--- config.mk ---
export PLATFORM = sky130hd
export DESIGN_NAME = uart_tx_fifo
export DESIGN_NICKNAME = d
export VERILOG_FILES = /design/src/rtl/uart_tx_fifo.sv
export SDC_FILE = /design/constraint.sdc
export NUM_CORES = 1
export LEC_CHECK = 0
export ABC_AREA = 0
export ABC_CLOCK_PERIOD_IN_PS = 2730
export CELL_PAD_IN_SITES_DETAIL_PLACEMENT = 0
export CELL_PAD_IN_SITES_GLOBAL_PLACEMENT = 2
export CORE_UTILIZATION = 43
export DETAILED_ROUTE_END_ITERATION = 12
export GPL_TIMING_DRIVEN = 0
export PLACE_DENSITY_LB_ADDON = 0.1
export SLEW_MARGIN = 20
export SYNTH_ARGS = -nofsm -noshare
export SYNTH_HDL_FRONTEND = slang
export SYNTH_SLANG_ARGS = --single-unit
--- constraint.sdc ---
create_clock -name baud_clk -period 2.73 [get_ports baud_clk]
set_input_delay 0.273 -clock baud_clk [delete_from_list [all_inputs] [get_ports baud_clk]]
set_output_delay 0.273 -clock baud_clk [all_outputs]
set_load 0.01 [all_outputs]
--- src/rtl/uart_tx_fifo.sv ---
// UART transmitter (8N1, or 8E1/8O1 with UART_TX_PARITY_EN defined) fed by a small FIFO.
// One baud_clk period is one bit time; frames go out back-to-back while the FIFO holds data.
module uart_tx_fifo #(
  parameter int DEPTH      = 4,
  parameter int STOP_BITS  = 1,
  parameter int PARITY_ODD = 0
) (
  input  logic                     baud_clk,
  input  logic                     rst,
  input  logic [7:0]               tx_data,
  input  logic                     tx_valid,
  output logic                     tx_ready,
  output logic                     tx,
  output logic                     busy,
  output logic [$clog2(DEPTH):0]   fifo_count,
  output logic                     frame_done
);

  localparam int AW = $clog2(DEPTH);
  localparam int CW = AW + 1;
  localparam logic [CW-1:0] FULL_CNT  = CW'(DEPTH);
  localparam logic [CW-1:0] CNT_ONE   = CW'(1);
  localparam logic [CW-1:0] CNT_ZERO  = CW'(0);
  localparam logic [AW-1:0] PTR_ONE   = AW'(1);
  localparam logic          STOP_LAST = 1'(STOP_BITS - 1);

  typedef enum logic [2:0] {
    IDLE   = 3'd0,
    START  = 3'd1,
    DATA   = 3'd2,
`ifdef UART_TX_PARITY_EN
    PARITY = 3'd3,
`endif
    STOP   = 3'd4
  } state_t;

  logic [7:0]    mem_r [DEPTH];
  logic [AW-1:0] wr_ptr_r, rd_ptr_r;
  logic [CW-1:0] count_r;
  state_t        state_r, state_s;
  logic [7:0]    shift_r, shift_s;
  logic [2:0]    bit_cnt_r, bit_cnt_s;
  logic          stop_cnt_r, stop_cnt_s;
  logic          tx_r, tx_s;
  logic          frame_done_r, frame_done_s;
  logic          push_s, pop_s;
  logic [7:0]    head_s;

`ifdef UART_TX_PARITY_EN
  localparam logic ODD_BIT = 1'(PARITY_ODD);
  logic par_r, par_s;

  function automatic logic calc_parity(input logic [7:0] d, input logic odd);
    return (^d) ^ odd;
  endfunction
`else
  logic unused_cfg_s;
  assign unused_cfg_s = 1'(PARITY_ODD);
`endif

  assign push_s     = tx_valid && tx_ready;
  assign head_s     = mem_r[rd_ptr_r];
  assign tx_ready   = (count_r != FULL_CNT);
  assign tx         = tx_r;
  assign busy       = (state_r != IDLE);
  assign fifo_count = count_r;
  assign frame_done = frame_done_r;

  // FIFO storage; contents need no reset since count gates every read
  always_ff @(posedge baud_clk) begin
    if (push_s) begin
      mem_r[wr_ptr_r] <= tx_data;
    end
  end

  // FIFO pointers and occupancy
  always_ff @(posedge baud_clk or posedge rst) begin
    if (rst) begin
      wr_ptr_r <= {AW{1'b0}};
      rd_ptr_r <= {AW{1'b0}};
      count_r  <= CNT_ZERO;
    end else begin
      if (push_s) wr_ptr_r <= wr_ptr_r + PTR_ONE;
      if (pop_s)  rd_ptr_r <= rd_ptr_r + PTR_ONE;
      case ({push_s, pop_s})
        2'b10:   count_r <= count_r + CNT_ONE;
        2'b01:   count_r <= count_r - CNT_ONE;
        default: count_r <= count_r;
      endcase
    end
  end

  // Frame sequencer next-state and line value
  always_comb begin
    state_s      = state_r;
    tx_s         = tx_r;
    shift_s      = shift_r;
    bit_cnt_s    = bit_cnt_r;
    stop_cnt_s   = stop_cnt_r;
    frame_done_s = 1'b0;
    pop_s        = 1'b0;
`ifdef UART_TX_PARITY_EN
    par_s        = par_r;
`endif
    case (state_r)
      IDLE: begin
        tx_s = 1'b1;
        if (count_r != CNT_ZERO) begin
          pop_s   = 1'b1;
          shift_s = head_s;
`ifdef UART_TX_PARITY_EN
          par_s   = calc_parity(head_s, ODD_BIT);
`endif
          tx_s    = 1'b0;
          state_s = START;
        end else begin
          state_s = IDLE;
        end
      end
      START: begin
        tx_s      = shift_r[0];
        bit_cnt_s = 3'd0;
        state_s   = DATA;
      end
      DATA: begin
        if (bit_cnt_r == 3'd7) begin
`ifdef UART_TX_PARITY_EN
          tx_s       = par_r;
          state_s    = PARITY;
`else
          tx_s       = 1'b1;
          stop_cnt_s = 1'b0;
          state_s    = STOP;
`endif
        end else begin
          bit_cnt_s = bit_cnt_r + 3'd1;
          tx_s      = shift_r[bit_cnt_r + 3'd1];
        end
      end
`ifdef UART_TX_PARITY_EN
      PARITY: begin
        tx_s       = 1'b1;
        stop_cnt_s = 1'b0;
        state_s    = STOP;
      end
`endif
      STOP: begin
        tx_s = 1'b1;
        if (stop_cnt_r == STOP_LAST) begin
          frame_done_s = 1'b1;
          // Reload straight from the FIFO so the next start bit follows with no idle gap
          if (count_r != CNT_ZERO) begin
            pop_s   = 1'b1;
            shift_s = head_s;
`ifdef UART_TX_PARITY_EN
            par_s   = calc_parity(head_s, ODD_BIT);
`endif
            tx_s    = 1'b0;
            state_s = START;
          end else begin
            state_s = IDLE;
          end
        end else begin
          stop_cnt_s = stop_cnt_r + 1'b1;
        end
      end
      default: begin
        tx_s    = 1'b1;
        state_s = IDLE;
      end
    endcase
  end

  // Frame sequencer registers
  always_ff @(posedge baud_clk or posedge rst) begin
    if (rst) begin
      state_r      <= IDLE;
      tx_r         <= 1'b1;
      shift_r      <= 8'h00;
      bit_cnt_r    <= 3'd0;
      stop_cnt_r   <= 1'b0;
      frame_done_r <= 1'b0;
`ifdef UART_TX_PARITY_EN
      par_r        <= 1'b0;
`endif
    end else begin
      state_r      <= state_s;
      tx_r         <= tx_s;
      shift_r      <= shift_s;
      bit_cnt_r    <= bit_cnt_s;
      stop_cnt_r   <= stop_cnt_s;
      frame_done_r <= frame_done_s;
`ifdef UART_TX_PARITY_EN
      par_r        <= par_s;
`endif
    end
  end

endmodule
==> metrics.md, run 1 <==
| Metric | Value |
|---|---|
| Crit path max fanout | `6` |
| Top cell type's share of synthesized area | `0.414` |
| Setup ws final | `516 ps` |
| Yosys top cell by area | `edfxtp_1` |
| WL final | `3.44 mm` |
| Die height | `75.4 um` |
| Status | `finished clean` |
| Slowest stage cell on the critical path | `or3b_4` |
| Netlist cell types | `33` |
| Hold buffers post-CTS | `0` |
| Synth warn | `0` |
| Area of the mapped netlist | `2320 sq um` |
| Max-Cap Viols | `0` |
| WP data arrival | `2440 ps` |
| Most used DFF post-synth | `edfxtp_1` |
| Power per cell area | `1090 nW/um^2` |
| Gpl congestion | `0.698` |
| Yosys reg bits | `55` |
| Maximum clock path buffer count | `2` |
| Hold WS | `465 ps` |
| Clk_lat worst skew | `290 ps` |
| CP Data Required Time | `2950 ps` |
| Top layer in use | `met4` |
| # setup viols final | `0` |
| Most instantiated library cell after synthesis | `edfxtp_1` |
| Nets | `176` |
| Core area | `5140 sq um` |
| Clk slew on worst S/H paths | `90 ps` |
| Hold Crit Class | `primary input to async pin` |
| Vias in the first global route | `1172` |
| Total track usage | `0.142` |
| Multi-input gate area | `717 sq um` |
| Final max-slew violation count | `0` |
| Die ar. | `5690 sq um` |
| CTS H-tree lvls | `2` |
| Syn Inst Count | `133` |
| Post-layout min period | `2210 ps` |
| Worst vdd rail ir drop | `0.000492 V` |
| Initial DRC Count | `24` |
| Largest cells by area after synthesis | `edfxtp_1, dfrtp_1, mux4_2` |
| Port bufs | `17` |
| Congestion Overflow GR | `0` |
| Antenna cell count | `0` |
| Number of flops mapped to enable cells by yosys | `32` |
| Static leakage | `1.04 nW` |
| Met2 WL post-DR | `1.75 mm` |
| WL met3 | `77 um` |
| Crit path launch type | `flip-flop` |
| Initial core utilization | `0.451` |
| Total power draw | `2.93 mW` |
| Crit path max-delay family | `simple AND/OR/NAND/NOR gates` |
| Most frequent cells after synthesis | `edfxtp_1, dfrtp_1, inv_1` |
| Root buf cell | `clkbuf_8` |
| Dpl ws | `491 ps` |
| Fill cells | `456` |
| Critical path class | `flip-flop to flip-flop` |
| CP endpoint kind | `flip-flop` |
| Max stage delay on crit path | `450 ps` |
| Post-DP HPWL | `2.47 mm` |
| Final Hold Fails | `0` |
| DR pass1 iterations | `4` |
| First-pass GRT wire length | `5.60 mm` |
| CTS sink cnt | `55` |
| Initial antenna violation count | `0` |
| Setup TNS | `0 ps` |
| Post_cts resized | `0` |
| Period utilisation layout | `0.811` |
| Net Count, Synth | `152` |
| Max Clock Skew | `3.71 ps` |
| Sequential-to-total area share from yosys stat | `0.663` |
| DP Area | `2580 sq um` |
| Design area | `2680 sq um` |
| Placement row count | `26` |
| Buf+Inv Stages, Crit Path | `2` |
| Syn Area/Cell | `17.4 sq um` |
| Layout cell share with drive strength beyond 1 | `0.222` |
| Critical-path cell list | `or3b_4 -> and2_4 -> inv_1 -> ha_1 -> inv_1 -> fa_1 -> xor2_1 -> nor2_1 -> xor2_1` |
| DR DRC count | `0` |
| CTS buffer count | `5` |
| Routed WL per cell | `15.1 um` |
| ANT nets after route | `0` |
| Vias per cell | `4.96` |
| Horiz. Die Dim | `75.4 um` |
| Storage element area | `1540 sq um` |
| Largest net degree at the start of global routing | `24` |
| CTS tree | `built` |
| Async set-reset flop share out of synthesis | `0.418` |
| Worst relative slew slack | `0.411` |
| FMAX | `452 MHz` |
| Via Count | `1131` |
| Num ports | `18` |
| Area Growth Syn to Fin | `15.8%` |
| RSZ-0062 raised after global routing | `no` |
| Metal-1 WL | `1.58 mm` |
| Actual slew at the worst max-slew pin | `883 ps` |
| Post-CTS setup buffer count | `0` |
-- layout by cell type (no fill, tap or decap), types with 3 or more instances in the layout --
| master | count |
|---|---|
| mux4_2 | 8 |
| nor2_1 | 3 |
| mux2_2 | 8 |
| nand2_1 | 3 |
| nor3_1 | 3 |
| and3_2 | 4 |
| clkdlybuf4s50_1 | 17 |
| dfrtp_1 | 22 |
| inv_1 | 11 |
| edfxtp_1 | 32 |
| clkbuf_8 | 5 |
| mux2i_1 | 4 |
| xor2_1 | 4 |
| ha_1 | 7 |
-- stage by stage --
| stage | std cells | utilization |
|---|---|---|
| global route | 228 | 0.522 |
| detailed placement | 220 | 0.501 |
| CTS | 228 | 0.522 |
| finish | 228 | 0.522 |
| floorplan | 133 | - |
| global placement | 220 | 0.501 |
-- report_power, final --
part	switching, mW	internal [mW]	leakage, nW	total (mW)
Sequential	0.139	1.15	0.571	1.29
Clock	0.236	0.269	0.0556	0.504
Combinational	0.508	0.626	0.413	1.13
-- worst paths after layout --
path / slack [ps] / to / depth (start not counted) / start
max: 520 / fifo_count[2] / 9 / fifo_count[0]
min: 470 / fifo_count[2] / 2 / rst
max reg2reg: 520 / fifo_count[2] / 9 / fifo_count[0]
min reg2reg: 520 / shift_r[7] / 1 / shift_r[7]
max in group asynchronous: 1730 / shift_r[2] / 2 / rst
min in group baud_clk: 520 / shift_r[7] / 1 / shift_r[7]
-- cells by family after synthesis --
group	count (synthesis)	share of synthesized area
AOI/OAI and AO/OA	4	0.0140
xor gates and xnor gates	6	0.0227
adders and majority gates	8	0.0464
buffers and inverters	14	0.0275
DFF	55	0.663
muxes	23	0.163
and+or+nand+nor	23	0.0631
-- sequential cells by signal, indices dropped and copies added, names as in the netlist --
register and flops:
mem_r 32, shift_r 8, bit_cnt_r 3, fifo_count 3, state_r 3, rd_ptr_r 2, wr_ptr_r 2, frame_done 1
tx 1
-- cell type report --
cell class                 count  area share
clock buffer                   5      0.0256
inverter                      11      0.0154
sequential                    55       0.573
buffer                         3     0.00839
timing repair buffer          17      0.0634
tap                           70      0.0326
clock inverter                 3      0.0145
multi-input combinational     64       0.267
-- per-layer routing --
layer | global-route usage | up-vias
met2 | 0.237 | 16
li1 | - | 540
met1 | 0.183 | 571
met3 | 0.0278 | 4
met5 | 0 | -
met4 | 0.0556 | 0
Power figures use the tool's default switching activity.
==> run 2, diff against run 1 <==
Settings changed: ABC_CLOCK_PERIOD_IN_PS 2730 to 1900, CORE_UTILIZATION 43 to 39.
Clock period 2.73 ns to 1.9 ns, I/O delays scaled along.
==> metrics.md, run 2 (synthesized netlist as in run 1, its figures left out) <==
| Metric | Value |
|---|---|
| CP Data Required Time | `2130 ps` |
| Vias per cell | `4.88` |
| Max reg flops | `32` |
| Clk_lat worst skew | `300 ps` |
| ANT nets after route | `0` |
| Max-Cap Viols | `0` |
| Buf+Inv Stages, Crit Path | `2` |
| # setup viols final | `1` |
| DP Area | `2590 sq um` |
| Worst relative slew slack | `0.409` |
| Clk slew on worst S/H paths | `100 ps` |
| Horiz. Die Dim | `79.1 um` |
| Initial DRC Count | `48` |
| Routed WL per cell | `15.7 um` |
| Design area | `2740 sq um` |
| Nets | `183` |
| Setup ws final | `-96.5 ps` |
| Initial antenna violation count | `0` |
| Max stage delay on crit path | `440 ps` |
| Maximum clock path buffer count | `2` |
| Status | `complete, but fails checks` |
| Critical R2R Launch | `fifo_count[0]` |
| DR pass1 iterations | `3` |
| Largest net degree at the start of global routing | `24` |
| Initial core utilization | `0.413` |
| WP data arrival | `2230 ps` |
| WL final | `3.71 mm` |
| Die ar. | `6260 sq um` |
| CTS sink cnt | `55` |
| DR DRC count | `0` |
| Via Count | `1157` |
| Worst vdd rail ir drop | `0.000534 V` |
| CTS tree | `built` |
| CTS buffer count | `5` |
| Period utilisation layout | `1.05` |
| Max Clock Skew | `7.17 ps` |
| Commonest non-fill, non-tap cell in the layout | `edfxtp_1` |
| Total track usage | `0.143` |
| Die height | `79.1 um` |
| Crit path max-delay family | `simple AND/OR/NAND/NOR gates` |
| Crit path launch type | `flip-flop` |
| Antenna cell count | `0` |
| Critical path class | `flip-flop to flip-flop` |
| Final Hold Fails | `0` |
| Actual slew at the worst max-slew pin | `885 ps` |
| RSZ-0062 raised after global routing | `yes` |
| Most flops, register | `mem_r` |
| CTS H-tree lvls | `2` |
| First-pass GRT wire length | `6.50 mm` |
| Commonest non-fill, non-tap cells in the layout | `edfxtp_1, dfrtp_1, clkdlybuf4s50_1` |
| Worst Reg-to-Reg Cells | `9` |
| Root buf cell | `clkbuf_8` |
| Port bufs | `17` |
| Slowest stage cell on the critical path | `dfrtp_2` |
| Vias in the first global route | `1247` |
| Setup TNS | `-96.5 ps` |
| R2R Path End | `fifo_count[2]` |
| Hold buffers post-CTS | `0` |
| Post-layout min period | `2000 ps` |
| Placement row count | `27` |
| Final max-slew violation count | `0` |
| Hold WS | `369 ps` |
| Fin util | `0.489` |
| Hold Crit Class | `primary input to async pin` |
| Gpl congestion | `0.705` |
| Core area | `5610 sq um` |
| Power per cell area | `1550 nW/um^2` |
| Failing checks | `negative setup slack` |
| FMAX | `501 MHz` |
| Top flop regs | `mem_r x32, shift_r x8` |
| Reg2Reg Setup Slack | `-100 ps` |
| Post-DP HPWL | `2.54 mm` |
| Num ports | `18` |
| Worst setup startpoint | `fifo_count[0]` |
| Crit path max fanout | `4` |
| Static leakage | `1.05 nW` |
| Layout cell share with drive strength beyond 1 | `0.309` |
| Area Growth Syn to Fin | `18.3%` |
| Critical-path cell list | `or3b_4 -> and2_4 -> inv_2 -> ha_4 -> inv_2 -> fa_2 -> xor2_1 -> nor2_1 -> xor2_1` |
| CP endpoint kind | `flip-flop` |
| Congestion Overflow GR | `0` |
## run 2: cell count changes in the layout (fill, tap and decap cells not counted), sizes merged
cell	previous run	this run
clkinvlp	0	1
clkdlybuf4s50	17	16
buf	2	9
clkinv	2	1
bufinv	1	0
dlygate4sd2	0	1
clkbuf	6	7
## run 2: repair_timing
action | in CTS | in global routing
buffers inserted | 7 | 0
endpoints found under the setup margin | 2 | 3
resized for setup | 3 | 2
pin swaps | 3 | 2
gates cloned | 0 | 0
endpoints found under the hold margin | 0 | 0
## run 2: worst register-to-register path, cell delays in order (launching register included)
cell,delay (ps)
dfrtp_2,440
or3b_4,390
and2_4,150
inv_2,60
ha_4,120
inv_2,30
fa_2,320
xor2_1,140
nor2_1,120
xor2_1,150
## run 2: power by group
part | internal [mW] | switching, mW
clock | 0.258 | 0.362
combinational | 1.01 | 0.771
sequential | 1.66 | 0.203
## run 2: per-stage QoR
stage | worst slack [ps] | power, mW | instances
floorplan | -147 | 3.11 | 133
global placement | -145 | 3.53 | 222
detailed placement | -169 | 3.59 | 222
CTS | -98.4 | 4.32 | 237
global route | -181 | 4.59 | 237
finish | -96.5 | 4.26 | 237
## run 2: metal layers
| metal | up-vias | part of all wire | track usage | wire [um] |
|---|---|---|---|---|
| met4 | 0 | 0.0062 | 0.0436 | 23 |
| li1 | 549 | - | - | - |
| met5 | - | 0 | 0 | 0 |
| met2 | 14 | 0.51 | 0.233 | 1890 |
| met1 | 590 | 0.46 | 0.188 | 1700 |
| met3 | 4 | 0.026 | 0.0379 | 95 |
## run 2: how the worst max path moves through the flow
stage                          endpoint  slack (ps)  depth (start not counted)
after floorplan           fifo_count[2]        -150                          9
after global placement    fifo_count[2]        -150                          9
after detailed placement  fifo_count[2]        -170                          9
after CTS                 fifo_count[2]        -100                          9
after global routing      fifo_count[2]        -180                          9
final                     fifo_count[2]        -100                          9
## run 2: area by class of cell
class / count / area [sq um]
Inverter: 11 / 41.3
Clock buffer: 6 / 72.6
Sequential cell: 55 / 1540
Multi-Input combinational cell: 64 / 742
Clock inverter: 2 / 12.5
Buffer: 3 / 22.5
Fill cell: 492 / 2860
Tap cell: 72 / 90.1
Timing Repair Buffer: 24 / 221
